`config.mk`:
```
export PLATFORM = sky130hd
export DESIGN_NAME = mul_div_unit_flat
export DESIGN_NICKNAME = d
export VERILOG_FILES = /design/src/rtl/mul_div_pkg.sv /design/src/rtl/mul_div_unit_if.sv /design/src/rtl/mul_div_divider.sv /design/src/rtl/mul_div_unit.sv /design/src/flat_wrapper.sv
export SDC_FILE = /design/constraint.sdc
export NUM_CORES = 2
export LEC_CHECK = 0
export ABC_AREA = 1
export CORE_MARGIN = 3
export CORE_UTILIZATION = 40
export DETAILED_ROUTE_END_ITERATION = 8
export MAX_ROUTING_LAYER = met4
export PLACE_DENSITY_LB_ADDON = 0.1
export SYNTH_ARGS = -nofsm -noshare
export SYNTH_HDL_FRONTEND = slang
export SYNTH_SLANG_ARGS = --single-unit
export TNS_END_PERCENT = 20
```
`constraint.sdc`:
```
create_clock -name clock -period 10.03 [get_ports clock]
set_input_delay 3.009 -clock clock [delete_from_list [all_inputs] [get_ports clock]]
set_output_delay 3.009 -clock clock [all_outputs]
set_load 0.05 [all_outputs]
```
`src/rtl/mul_div_pkg.sv`:
```
// Shared op-bit positions, FSM state type and a one-hot helper for the
// multiply/divide unit.
package mul_div_pkg;

  localparam int OP_MULT  = 0;
  localparam int OP_MULTU = 1;
  localparam int OP_DIV   = 2;
  localparam int OP_DIVU  = 3;

  typedef enum logic [1:0] {IDLE, MUL, DIV} state_e;

  function automatic logic is_onehot4(input logic [3:0] v);
    return (v != 4'd0) && ((v & (v - 4'd1)) == 4'd0);
  endfunction

endpackage

```
`src/rtl/mul_div_unit_if.sv`:
```
// Issue/flush/mthi-mtlo bus between the execute stage and the mul/div unit.
interface mul_div_unit_if #(parameter int WIDTH = 32);
  logic             request_valid;
  logic             request_ready;
  logic [3:0]       request_operation;
  logic [WIDTH-1:0] request_input_1;
  logic [WIDTH-1:0] request_input_2;
  logic             cancel;
  logic             write_hi;
  logic             write_lo;
  logic [WIDTH-1:0] write_data;
  logic [WIDTH-1:0] hi;
  logic [WIDTH-1:0] lo;
  logic             busy;
  logic             done;

  modport master (
    output request_valid, request_operation, request_input_1, request_input_2,
           cancel, write_hi, write_lo, write_data,
    input  request_ready, hi, lo, busy, done
  );

  modport slave (
    input  request_valid, request_operation, request_input_1, request_input_2,
           cancel, write_hi, write_lo, write_data,
    output request_ready, hi, lo, busy, done
  );
endinterface

```
`src/rtl/mul_div_divider.sv`:
```
// Iterative restoring divider on unsigned magnitudes: one quotient bit per
// step, last_o once WIDTH steps have been retired since start_i.
module mul_div_divider #(
  parameter int WIDTH = 32
) (
  input  logic             clock,
  input  logic             reset,
  input  logic             start_i,
  input  logic             step_i,
  input  logic [WIDTH-1:0] dividend_i,
  input  logic [WIDTH-1:0] divisor_i,
  output logic [WIDTH-1:0] quotient_o,
  output logic [WIDTH-1:0] remainder_o,
  output logic             last_o
);
  localparam int CW = $clog2(WIDTH + 1);

  logic [WIDTH-1:0] rem_q, rem_d;
  logic [WIDTH-1:0] quo_q, quo_d;
  logic [WIDTH-1:0] dvs_q, dvs_d;
  logic [CW-1:0]    cnt_q, cnt_d;
  logic [WIDTH:0]   shifted, diff;

  assign last_o      = (cnt_q == '0);
  assign quotient_o  = quo_q;
  assign remainder_o = rem_q;

  // Partial remainder is one bit wider so the trial subtract's borrow is exact.
  assign shifted = {rem_q, quo_q[WIDTH-1]};
  assign diff    = shifted - {1'b0, dvs_q};

  always_comb begin
    rem_d = rem_q;
    quo_d = quo_q;
    dvs_d = dvs_q;
    cnt_d = cnt_q;
    if (start_i) begin
      rem_d = '0;
      quo_d = dividend_i;
      dvs_d = divisor_i;
      cnt_d = CW'(WIDTH);
    end else if (step_i && !last_o) begin
      cnt_d = cnt_q - CW'(1);
      if (!diff[WIDTH]) begin
        rem_d = diff[WIDTH-1:0];
        quo_d = {quo_q[WIDTH-2:0], 1'b1};
      end else begin
        rem_d = shifted[WIDTH-1:0];
        quo_d = {quo_q[WIDTH-2:0], 1'b0};
      end
    end
  end

  always_ff @(posedge clock) begin
    if (reset) begin
      rem_q <= '0;
      quo_q <= '0;
      dvs_q <= '0;
      cnt_q <= '0;
    end else begin
      rem_q <= rem_d;
      quo_q <= quo_d;
      dvs_q <= dvs_d;
      cnt_q <= cnt_d;
    end
  end
endmodule

```
`src/rtl/mul_div_unit.sv`:
```
// MIPS mult/multu/div/divu with architectural HI/LO: fixed-latency multiply,
// iterative divide plus one sign-fix cycle, cancellable while busy.
module mul_div_unit
  import mul_div_pkg::*;
#(
  parameter int WIDTH      = 32,
  parameter int MUL_CYCLES = 2
) (
  input  logic           clock,
  input  logic           reset,
  mul_div_unit_if.slave  bus
);
  localparam int CWM = $clog2(MUL_CYCLES + 1);

  state_e           state_q, state_d;
  logic             sgn_q, sgn_d;
  logic [WIDTH-1:0] a_q, a_d;
  logic [WIDTH-1:0] b_q, b_d;
  logic [CWM-1:0]   cnt_q, cnt_d;
  logic [WIDTH-1:0] hi_q, hi_d;
  logic [WIDTH-1:0] lo_q, lo_d;
  logic             done_q, done_d;

  logic             accept, req_mul, req_div, req_sgn_div;
  logic [2*WIDTH-1:0] ext_a, ext_b, product;
  logic             div_start, div_step, div_last;
  logic [WIDTH-1:0] div_quo, div_rem, quo_fix, rem_fix;
  logic             q_neg, r_neg;

  function automatic logic [WIDTH-1:0] mag(input logic [WIDTH-1:0] x, input logic sgn);
    return (sgn && x[WIDTH-1]) ? -x : x;
  endfunction

  assign bus.request_ready = (state_q == IDLE) && !bus.cancel;
  assign bus.busy          = (state_q != IDLE);
  assign bus.hi            = hi_q;
  assign bus.lo            = lo_q;
  assign bus.done          = done_q;

  assign accept      = bus.request_valid && bus.request_ready && is_onehot4(bus.request_operation);
  assign req_mul     = bus.request_operation[OP_MULT] | bus.request_operation[OP_MULTU];
  assign req_div     = bus.request_operation[OP_DIV]  | bus.request_operation[OP_DIVU];
  assign req_sgn_div = bus.request_operation[OP_DIV];

  // Full 2W-by-2W multiply on extended operands gives both signed and unsigned products.
  assign ext_a   = sgn_q ? {{WIDTH{a_q[WIDTH-1]}}, a_q} : {{WIDTH{1'b0}}, a_q};
  assign ext_b   = sgn_q ? {{WIDTH{b_q[WIDTH-1]}}, b_q} : {{WIDTH{1'b0}}, b_q};
  assign product = ext_a * ext_b;

  assign div_start = accept && req_div;
  assign div_step  = (state_q == DIV) && !bus.cancel;

  mul_div_divider #(.WIDTH(WIDTH)) u_div (
    .clock       (clock),
    .reset       (reset),
    .start_i     (div_start),
    .step_i      (div_step),
    .dividend_i  (mag(bus.request_input_1, req_sgn_div)),
    .divisor_i   (mag(bus.request_input_2, req_sgn_div)),
    .quotient_o  (div_quo),
    .remainder_o (div_rem),
    .last_o      (div_last)
  );

  assign q_neg   = sgn_q && (a_q[WIDTH-1] ^ b_q[WIDTH-1]);
  assign r_neg   = sgn_q && a_q[WIDTH-1];
  assign quo_fix = q_neg ? -div_quo : div_quo;
  assign rem_fix = r_neg ? -div_rem : div_rem;

  always_comb begin
    state_d = state_q;
    sgn_d   = sgn_q;
    a_d     = a_q;
    b_d     = b_q;
    cnt_d   = cnt_q;
    hi_d    = hi_q;
    lo_d    = lo_q;
    done_d  = 1'b0;
    if (bus.write_hi) hi_d = bus.write_data;
    if (bus.write_lo) lo_d = bus.write_data;
    unique case (state_q)
      IDLE: begin
        if (accept) begin
          sgn_d = bus.request_operation[OP_MULT] | bus.request_operation[OP_DIV];
          a_d   = bus.request_input_1;
          b_d   = bus.request_input_2;
          cnt_d = CWM'(MUL_CYCLES - 1);
          state_d = req_mul ? MUL : DIV;
        end
      end
      MUL: begin
        if (bus.cancel) begin
          state_d = IDLE;
        end else if (cnt_q == '0) begin
          {hi_d, lo_d} = product;
          done_d  = 1'b1;
          state_d = IDLE;
        end else begin
          cnt_d = cnt_q - CWM'(1);
        end
      end
      DIV: begin
        if (bus.cancel) begin
          state_d = IDLE;
        end else if (div_last) begin
          // Zero divisor bypasses the core; MIN/-1 falls out of the magnitude path.
          if (b_q == '0) begin
            lo_d = '1;
            hi_d = a_q;
          end else begin
            lo_d = quo_fix;
            hi_d = rem_fix;
          end
          done_d  = 1'b1;
          state_d = IDLE;
        end
      end
      default: state_d = IDLE;
    endcase
  end

  always_ff @(posedge clock) begin
    if (reset) begin
      state_q <= IDLE;
      sgn_q   <= 1'b0;
      a_q     <= '0;
      b_q     <= '0;
      cnt_q   <= '0;
      hi_q    <= '0;
      lo_q    <= '0;
      done_q  <= 1'b0;
    end else begin
      state_q <= state_d;
      sgn_q   <= sgn_d;
      a_q     <= a_d;
      b_q     <= b_d;
      cnt_q   <= cnt_d;
      hi_q    <= hi_d;
      lo_q    <= lo_d;
      done_q  <= done_d;
    end
  end
endmodule

```
`src/flat_wrapper.sv`:
```
// flat-port wrapper written by rule: the top's interface ports become plain ports
module mul_div_unit_flat import mul_div_pkg::*;
#(
  parameter int WIDTH      = 32,
  parameter int MUL_CYCLES = 2
)
  (clock, reset, bus_request_valid, bus_request_operation, bus_request_input_1, bus_request_input_2, bus_cancel, bus_write_hi, bus_write_lo, bus_write_data, bus_request_ready, bus_hi, bus_lo, bus_busy, bus_done);
  mul_div_unit_if #(.WIDTH(WIDTH)) bus_i ();
  input  logic clock;
  input  logic reset;
  input wire logic [$bits(bus_i.request_valid)-1:0] bus_request_valid;
  input wire logic [$bits(bus_i.request_operation)-1:0] bus_request_operation;
  input wire logic [$bits(bus_i.request_input_1)-1:0] bus_request_input_1;
  input wire logic [$bits(bus_i.request_input_2)-1:0] bus_request_input_2;
  input wire logic [$bits(bus_i.cancel)-1:0] bus_cancel;
  input wire logic [$bits(bus_i.write_hi)-1:0] bus_write_hi;
  input wire logic [$bits(bus_i.write_lo)-1:0] bus_write_lo;
  input wire logic [$bits(bus_i.write_data)-1:0] bus_write_data;
  output wire logic [$bits(bus_i.request_ready)-1:0] bus_request_ready;
  output wire logic [$bits(bus_i.hi)-1:0] bus_hi;
  output wire logic [$bits(bus_i.lo)-1:0] bus_lo;
  output wire logic [$bits(bus_i.busy)-1:0] bus_busy;
  output wire logic [$bits(bus_i.done)-1:0] bus_done;
  assign bus_i.request_valid = bus_request_valid;
  assign bus_i.request_operation = bus_request_operation;
  assign bus_i.request_input_1 = bus_request_input_1;
  assign bus_i.request_input_2 = bus_request_input_2;
  assign bus_i.cancel = bus_cancel;
  assign bus_i.write_hi = bus_write_hi;
  assign bus_i.write_lo = bus_write_lo;
  assign bus_i.write_data = bus_write_data;
  assign bus_request_ready = bus_i.request_ready;
  assign bus_hi = bus_i.hi;
  assign bus_lo = bus_i.lo;
  assign bus_busy = bus_i.busy;
  assign bus_done = bus_i.done;
  mul_div_unit #(.WIDTH(WIDTH), .MUL_CYCLES(MUL_CYCLES)) u_core (.clock(clock), .reset(reset), .bus(bus_i));
endmodule
```
### Word-level counts from Yosys, hierarchy flattened

Index checks and enable logic that the tools add are counted.

| word-level totals | value |
|---|---|
| register bits after elaboration | 236 |
| input port bits | 106 |
| output and inout port bits | 67 |

| operators by class | value |
|---|---|
| $add $sub $neg | 8 |
| $mul | 1 |
| eq/ne operators | 7 |
| mux-type cells | 42 |
| bitwise logic cells | 5 |
| reductions and logical operators | 26 |

Operator list:

| cell | number |
|---|---|
| $mux 32 | 19 |
| $mux 64 | 2 |
| $neg 32->32 | 4 |
| $pmux 32 s2 | 2 |
| $mul 64x64->64 | 1 |
| $sub 33x32->33 | 1 |
| $logic_not 32->1 | 1 |
| $mux 2 | 9 |
| $mux 6 | 2 |
| $logic_and 1x1->1 | 11 |
| $logic_not 6->1 | 1 |
| $pmux 2 s3 | 1 |
| $reduce_bool 2->1 | 3 |
| $sub 6x1->6 const B | 1 |
| $mux 1 | 5 |
| $and 4x4->4 | 1 |
| $logic_not 2->1 | 2 |
| $logic_not 4->1 | 1 |
| $ne 2x2->1 const B | 2 |
| $pmux 2 s2 | 1 |
| $reduce_and 4->1 | 1 |
| $reduce_bool 4->1 | 1 |
| $sub 4x1->4 const B | 1 |
| $ne 3x2->1 const B | 1 |
| other kinds (12) | 15 |

### Logic depth before layout (Yosys ltp)

| depth | value |
|---|---|
| depth in word-level cells | 7 |
| gate-level depth with buffers | 42 |

### Modules after synthesis

From an unflattened synthesis, not the netlist that was laid out.

| unflattened totals | value |
|---|---|
| cells, all modules | 9069 |
| area total of the unflattened synthesis | 67300.8 µm² |

By module, submodules not included:

| module | times used | cells an instance | area each (µm²) | seq. area each (µm²) |
|---|---|---|---|---|
| mul_div_unit | 1 | 7906 | 60317.8 | 2682.6 |
| mul_div_divider | 1 | 1163 | 6982.9 | 2042.0 |

### Worst setup path before layout

OpenSTA, ideal clock, no wires.

| timing | value |
|---|---|
| path type | register to register |
| from | reg u_core.a_q[31] |
| to | reg u_core.hi_q[31] (netlist: u_core.bus.hi[31]) |
| arrival | 9.022 ns |
| data required time | 9.960 ns |
| path slack | 0.939 ns |
| cell stages (with the launch flop) | 36 |
| clock period less this slack | 9.091 ns |
| cells stage by stage | dfxtp_1 > buf_2 > nand2_1 > inv_1 > buf_2 > clkbuf_1 > buf_1 > nand2_1 > fa_1 > inv_1 > fa_1 > fa_1 > inv_1 > fa_1 > inv_1 > fa_1 > fa_1 > fa_1 > inv_1 > fa_1 > inv_1 > fa_1 > inv_1 > fa_1 > inv_1 > ha_1 > nand2_1 > nor3_1 > nand2_1 > nor4_1 > nand2_1 > nand2_1 > inv_1 > nand3_1 > nand3_1 > a21oi_1 |

| on the way | value |
|---|---|
| cells in the longest elaborated chain, start to end | 6 |
| elaborated cells on any way between the ends | 10 |

RTL lines:

| what | line | text |
|---|---|---|
| from (decl) | mul_div_unit.sv:17 | `logic [WIDTH-1:0] a_q, a_d;` |
| from (signal assigned) | mul_div_unit.sv:126 | `a_q <= '0;` |
| from (signal assigned) | mul_div_unit.sv:135 | `a_q <= a_d;` |
| parallel branches: the longest is 5 deep, another holds $mul 64x64->64 | -- |  |
| $pmux 32 s2 (*) | mul_div_unit.sv:81 | `unique case (state_q)` |
| to (signal assigned) | mul_div_unit.sv:138 | `hi_q <= hi_d;` |
| to (decl) | mul_div_unit.sv:20 | `logic [WIDTH-1:0] hi_q, hi_d;` |

Every way passes the cells marked *.
A chain may end at the register's enable or synchronous reset.

### Final worst setup path

| timing | value |
|---|---|
| from | reg u_core.sgn_q |
| to | reg u_core.hi_q[21] (netlist: u_core.bus.hi[21]) |

| on the way | value |
|---|---|
| cells in the longest elaborated chain, start to end | 6 |
| elaborated cells on any way between the ends | 11 |

RTL lines:

| what | line | text |
|---|---|---|
| from (decl) | mul_div_unit.sv:16 | `logic sgn_q, sgn_d;` |
| from (signal assigned) | mul_div_unit.sv:134 | `sgn_q <= sgn_d;` |
| parallel branches: the longest is 5 deep, another holds $mul 64x64->64 | -- |  |
| $pmux 32 s2 (*) | mul_div_unit.sv:81 |  |

Marked as above.

==> flow_summary.yaml <==
timing:
  slew_headroom: 0.195
  final_max_slew_viol_count: 0
  timing.final.hold_violations: 0
  setup_repair_after_global_routing_missed_its_margin: "true"
  fin_crit_sh: 0.969
  setup-violations-final: 0
  fin_skew_ps: 42.6
  worst_hold_slack_ps: 463
  timing_worst_slew_pin_value_ps: 1210
  setup-tns-final_ps: 0
  clock.fmax_mhz: 103
  period_needed_ps: 9720
global_route:
  met3_usage: 0.0634
  groute.usage.overall: 0.342
  grtUsageMet2: 0.529
  first_global_vias: 61000
  initial_antenna_violation_count: 7
  grt_pass1_wl_um: 421000
  global_route.overflow_total: 0
  groute.layer.met1.usage: 0.462
  top_usage_layer: "met2"
  pin_count_of_the_biggest_net_entering_global_routing: 81
worst_setup_path:
  cp_slowest_cell: "sky130_fd_sc_hd__fa_1"
  arrival_ps: 10240
  timing.critical_path.mode_cell: "sky130_fd_sc_hd__fa_1"
  start_kind: "flop"
  path_max_fanout: 10
  worst_ep_required_time_ps: 10560
  reg2regPathDepth: 31
  cp-end-kind: "flop"
  regToRegStartpoint: "u_core.sgn_q"
  r2r-end: "u_core.bus.hi[21]"
  maximum_cell_stage_delay_along_the_critical_path_ps: 710
  worstSetupPathType: "flop to flop"
  ff2ff_setup_slack_ps: 310
clock_network:
  cts_inserted_buffers: 36
  max_root_sink_buffers: 3
  htreeDepth: 2
  post_cts_hold_buffer_count: 0
  clock_sinks: 236
  clock_tree.root_cell: "sky130_fd_sc_hd__clkbuf_16"
  clkTransAtPathRegs_ps: 60
  clock_latency_of_the_later_clocked_register_in_the_worst_skew_pair_ps: 620
  tritoncts: "yes"
job:
  maxCapViolations: 0
final_layout:
  post_route_cells_drive_above_1_share: 0.0396
  area_growth_syn_to_layout_pct: 8.31
  final_nets: 10800
  layout_commonest_cell: "sky130_fd_sc_hd__inv_1"
  layout_common_cells: "2,587 x sky130_fd_sc_hd__inv_1, 1,978 x sky130_fd_sc_hd__nand2_1, 1,420 x sky130_fd_sc_hd__fa_1, 476 x sky130_fd_sc_hd__nor2_1, 409 x sky130_fd_sc_hd__a21oi_1"
die:
  ios: 173
  floorplan.rows: 149
  die_h_um: 415
  core_area_sq_mm: 0.166
  dieArea_sq_mm: 0.172
  die_w_um: 415
  initial_core_util: 0.404
outcome:
  run_status: "completed"
synthesis:
  mappedNetlistArea_sq_mm: 0.0669
  synth.lib_cells_used.distinct: 67
  ys.warnings.count: 0
  postSynthRegisterBits: 236
  mappedNetlistNets: 10900
  synth_async_sr_flop_share: 0
  avgSynthCellArea_sq_um: 7.43
  post_synth_edffs: 0
  postSynthCellCount: 8997
  most_used_flip_flop_cell_after_synthesis: "sky130_fd_sc_hd__dfxtp_1"
  ys_seq_area_frac: 0.0706
placement:
  portBuffers: 172
  dp_hpwl_um: 234000
  gp_routability_congestion: 1.02
min_path:
  hold_path_startpoint: "u_core.u_div.dvs_q[27]"
  timing.hold.worst_endpoint: "u_core.u_div.dvs_q[27]"
  timing.hold.worst.class: "flop to flop"
  whs_path_depth: 2
drt:
  avgViaCountPerCell: 5.25
  detail_route.iter0.violations: 5524
  postRouteAntennaNets: 0
  wirelength_um: 284000
  drc: 0
  route.detailed.wl_per_inst_um: 25.4
  vias: 58700
  drtPass1Iterations: 6
pwr:
  total_leakage_power_uw: 0.0409
  peakVddDrop_uv: 196
  power.density_mw_per_mm2: 83.6
-- critical path: cells and delay by family, from the launching register on --
| family | cells | cell delay, ps |
|---|---|---|
| compound gates | 2 | 560 |
| fa+ha+maj | 11 | 5950 |
| buf+inv | 8 | 1080 |
| flops | 1 | 400 |
| simple gates | 10 | 1620 |
-- registers in the layout (all words and copies together) (netlist names) --
name,flops
u_core.a_q,32
u_core.b_q,32
u_core.bus.hi,32
u_core.bus.lo,32
u_core.u_div.dvs_q,32
u_core.u_div.quotient_o,32
u_core.u_div.remainder_o,32
u_core.u_div.cnt_q,6
u_core.cnt_q,2
u_core.state_q,2
u_core.bus.done,1
u_core.sgn_q,1
-- stage by stage --
| step | power [uW] | worst slack, ps | util | area, sq um | cells |
|---|---|---|---|---|---|
| finish | 6060 | 313 | 0.438 | 72400 | 11200 |
| global route | 6320 | -36.0 | 0.438 | 72400 | 11200 |
| CTS | 6020 | 37.5 | 0.437 | 72400 | 11200 |
| detailed placement | 4480 | -175 | 0.429 | 71000 | 11100 |
| global placement | 4510 | -313 | 0.429 | 71000 | 11100 |
| floorplan | 3140 | 939 | - | 66900 | 8997 |
-- logic make-up (layout without fill, tap and decap cells) --
group / Yosys count / after routing / synth area share
AOI/OAI and AO/OA: 1016 / 1016 / 0.0828
xor gates and xnor gates: 77 / 77 / 0.0101
adders and majority gates: 1770 / 1770 / 0.490
buffers and inverters: 3009 / 2998 / 0.171
DFF: 236 / 236 / 0.0706
muxes: 10 / 10 / 0.00150
other: 0 / 10 / 0
and+or+nand+nor: 2879 / 2879 / 0.174
-- synthesized netlist by cell type (6+ instances only) --
library cell | count | area share
sky130_fd_sc_hd__nand3_1 | 252 | 0.019
sky130_fd_sc_hd__inv_2 | 17 | 0.00095
sky130_fd_sc_hd__o221ai_1 | 6 | 0.00079
sky130_fd_sc_hd__nor4_1 | 20 | 0.0019
sky130_fd_sc_hd__a21oi_1 | 410 | 0.031
sky130_fd_sc_hd__clkbuf_1 | 344 | 0.019
sky130_fd_sc_hd__nand2_1 | 1979 | 0.11
sky130_fd_sc_hd__o21ai_2 | 10 | 0.0013
sky130_fd_sc_hd__o31ai_1 | 7 | 0.00079
sky130_fd_sc_hd__inv_1 | 2588 | 0.15
sky130_fd_sc_hd__o32ai_1 | 6 | 0.00079
sky130_fd_sc_hd__buf_2 | 32 | 0.0024
sky130_fd_sc_hd__o22ai_1 | 25 | 0.0023
sky130_fd_sc_hd__buf_1 | 8 | 0.00045
sky130_fd_sc_hd__nor3_1 | 38 | 0.0028
sky130_fd_sc_hd__ha_1 | 350 | 0.065
sky130_fd_sc_hd__or2_2 | 21 | 0.0020
sky130_fd_sc_hd__nor3_2 | 6 | 0.00090
sky130_fd_sc_hd__xor2_1 | 49 | 0.0064
sky130_fd_sc_hd__buf_4 | 10 | 0.0011
sky130_fd_sc_hd__nand4_1 | 35 | 0.0033
sky130_fd_sc_hd__mux2i_1 | 10 | 0.0015
sky130_fd_sc_hd__fa_1 | 1420 | 0.43
sky130_fd_sc_hd__nor2_1 | 479 | 0.027
sky130_fd_sc_hd__and3_1 | 7 | 0.00065
sky130_fd_sc_hd__xnor2_1 | 28 | 0.0037
sky130_fd_sc_hd__o21a_1 | 11 | 0.0012
sky130_fd_sc_hd__a31oi_1 | 47 | 0.0044
sky130_fd_sc_hd__o21ai_1 | 37 | 0.0028
sky130_fd_sc_hd__nand3b_1 | 14 | 0.0016
sky130_fd_sc_hd__o21bai_1 | 19 | 0.0021
sky130_fd_sc_hd__a21o_1 | 13 | 0.0015
sky130_fd_sc_hd__o21ai_0 | 383 | 0.029
sky130_fd_sc_hd__dfxtp_1 | 236 | 0.071
sky130_fd_sc_hd__o211ai_1 | 19 | 0.0021
-- where the power goes --
| part | internal, uW | switching (uW) |
|---|---|---|
| logic | 864 | 2360 |
| clock network | 883 | 621 |
| registers | 1090 | 246 |
-- routing by layer --
metal	part of all wire	routed length, um
met1	0.43	123000
met2	0.45	129000
met3	0.080	22900
met4	0.033	9520
met5	0	0
-- area by class of cell --
class,count,area (sq um)
fill,17300,93100
multi-input combinational,5752,50800
inverter,2609,9800
sequential,236,4780
timing repair buffer,323,2990
tap,2189,2740
clock buffer,39,953
clock inverter,27,392
antenna,10,25.0
-- what timing repair did --
item	CTS	global route
endpoints found under the setup margin	2	4
setup buffers	0	1
cloned	0	0
pin swaps	0	1
gates resized for setup	2	8
-- worst max path at each step --
stage                               from                end  slack, ps  depth (start not counted)
after floorplan           u_core.a_q[31]  u_core.bus.hi[31]        940                         35
after global placement    u_core.a_q[29]  u_core.bus.hi[21]       -310                         30
after detailed placement  u_core.a_q[29]  u_core.bus.hi[21]       -170                         29
after CTS                 u_core.b_q[30]  u_core.bus.hi[21]         40                         32
after global routing        u_core.sgn_q  u_core.bus.hi[12]        -40                         29
final                       u_core.sgn_q  u_core.bus.hi[21]        310                         31
No activity file was read; power rests on OpenSTA's default activity.
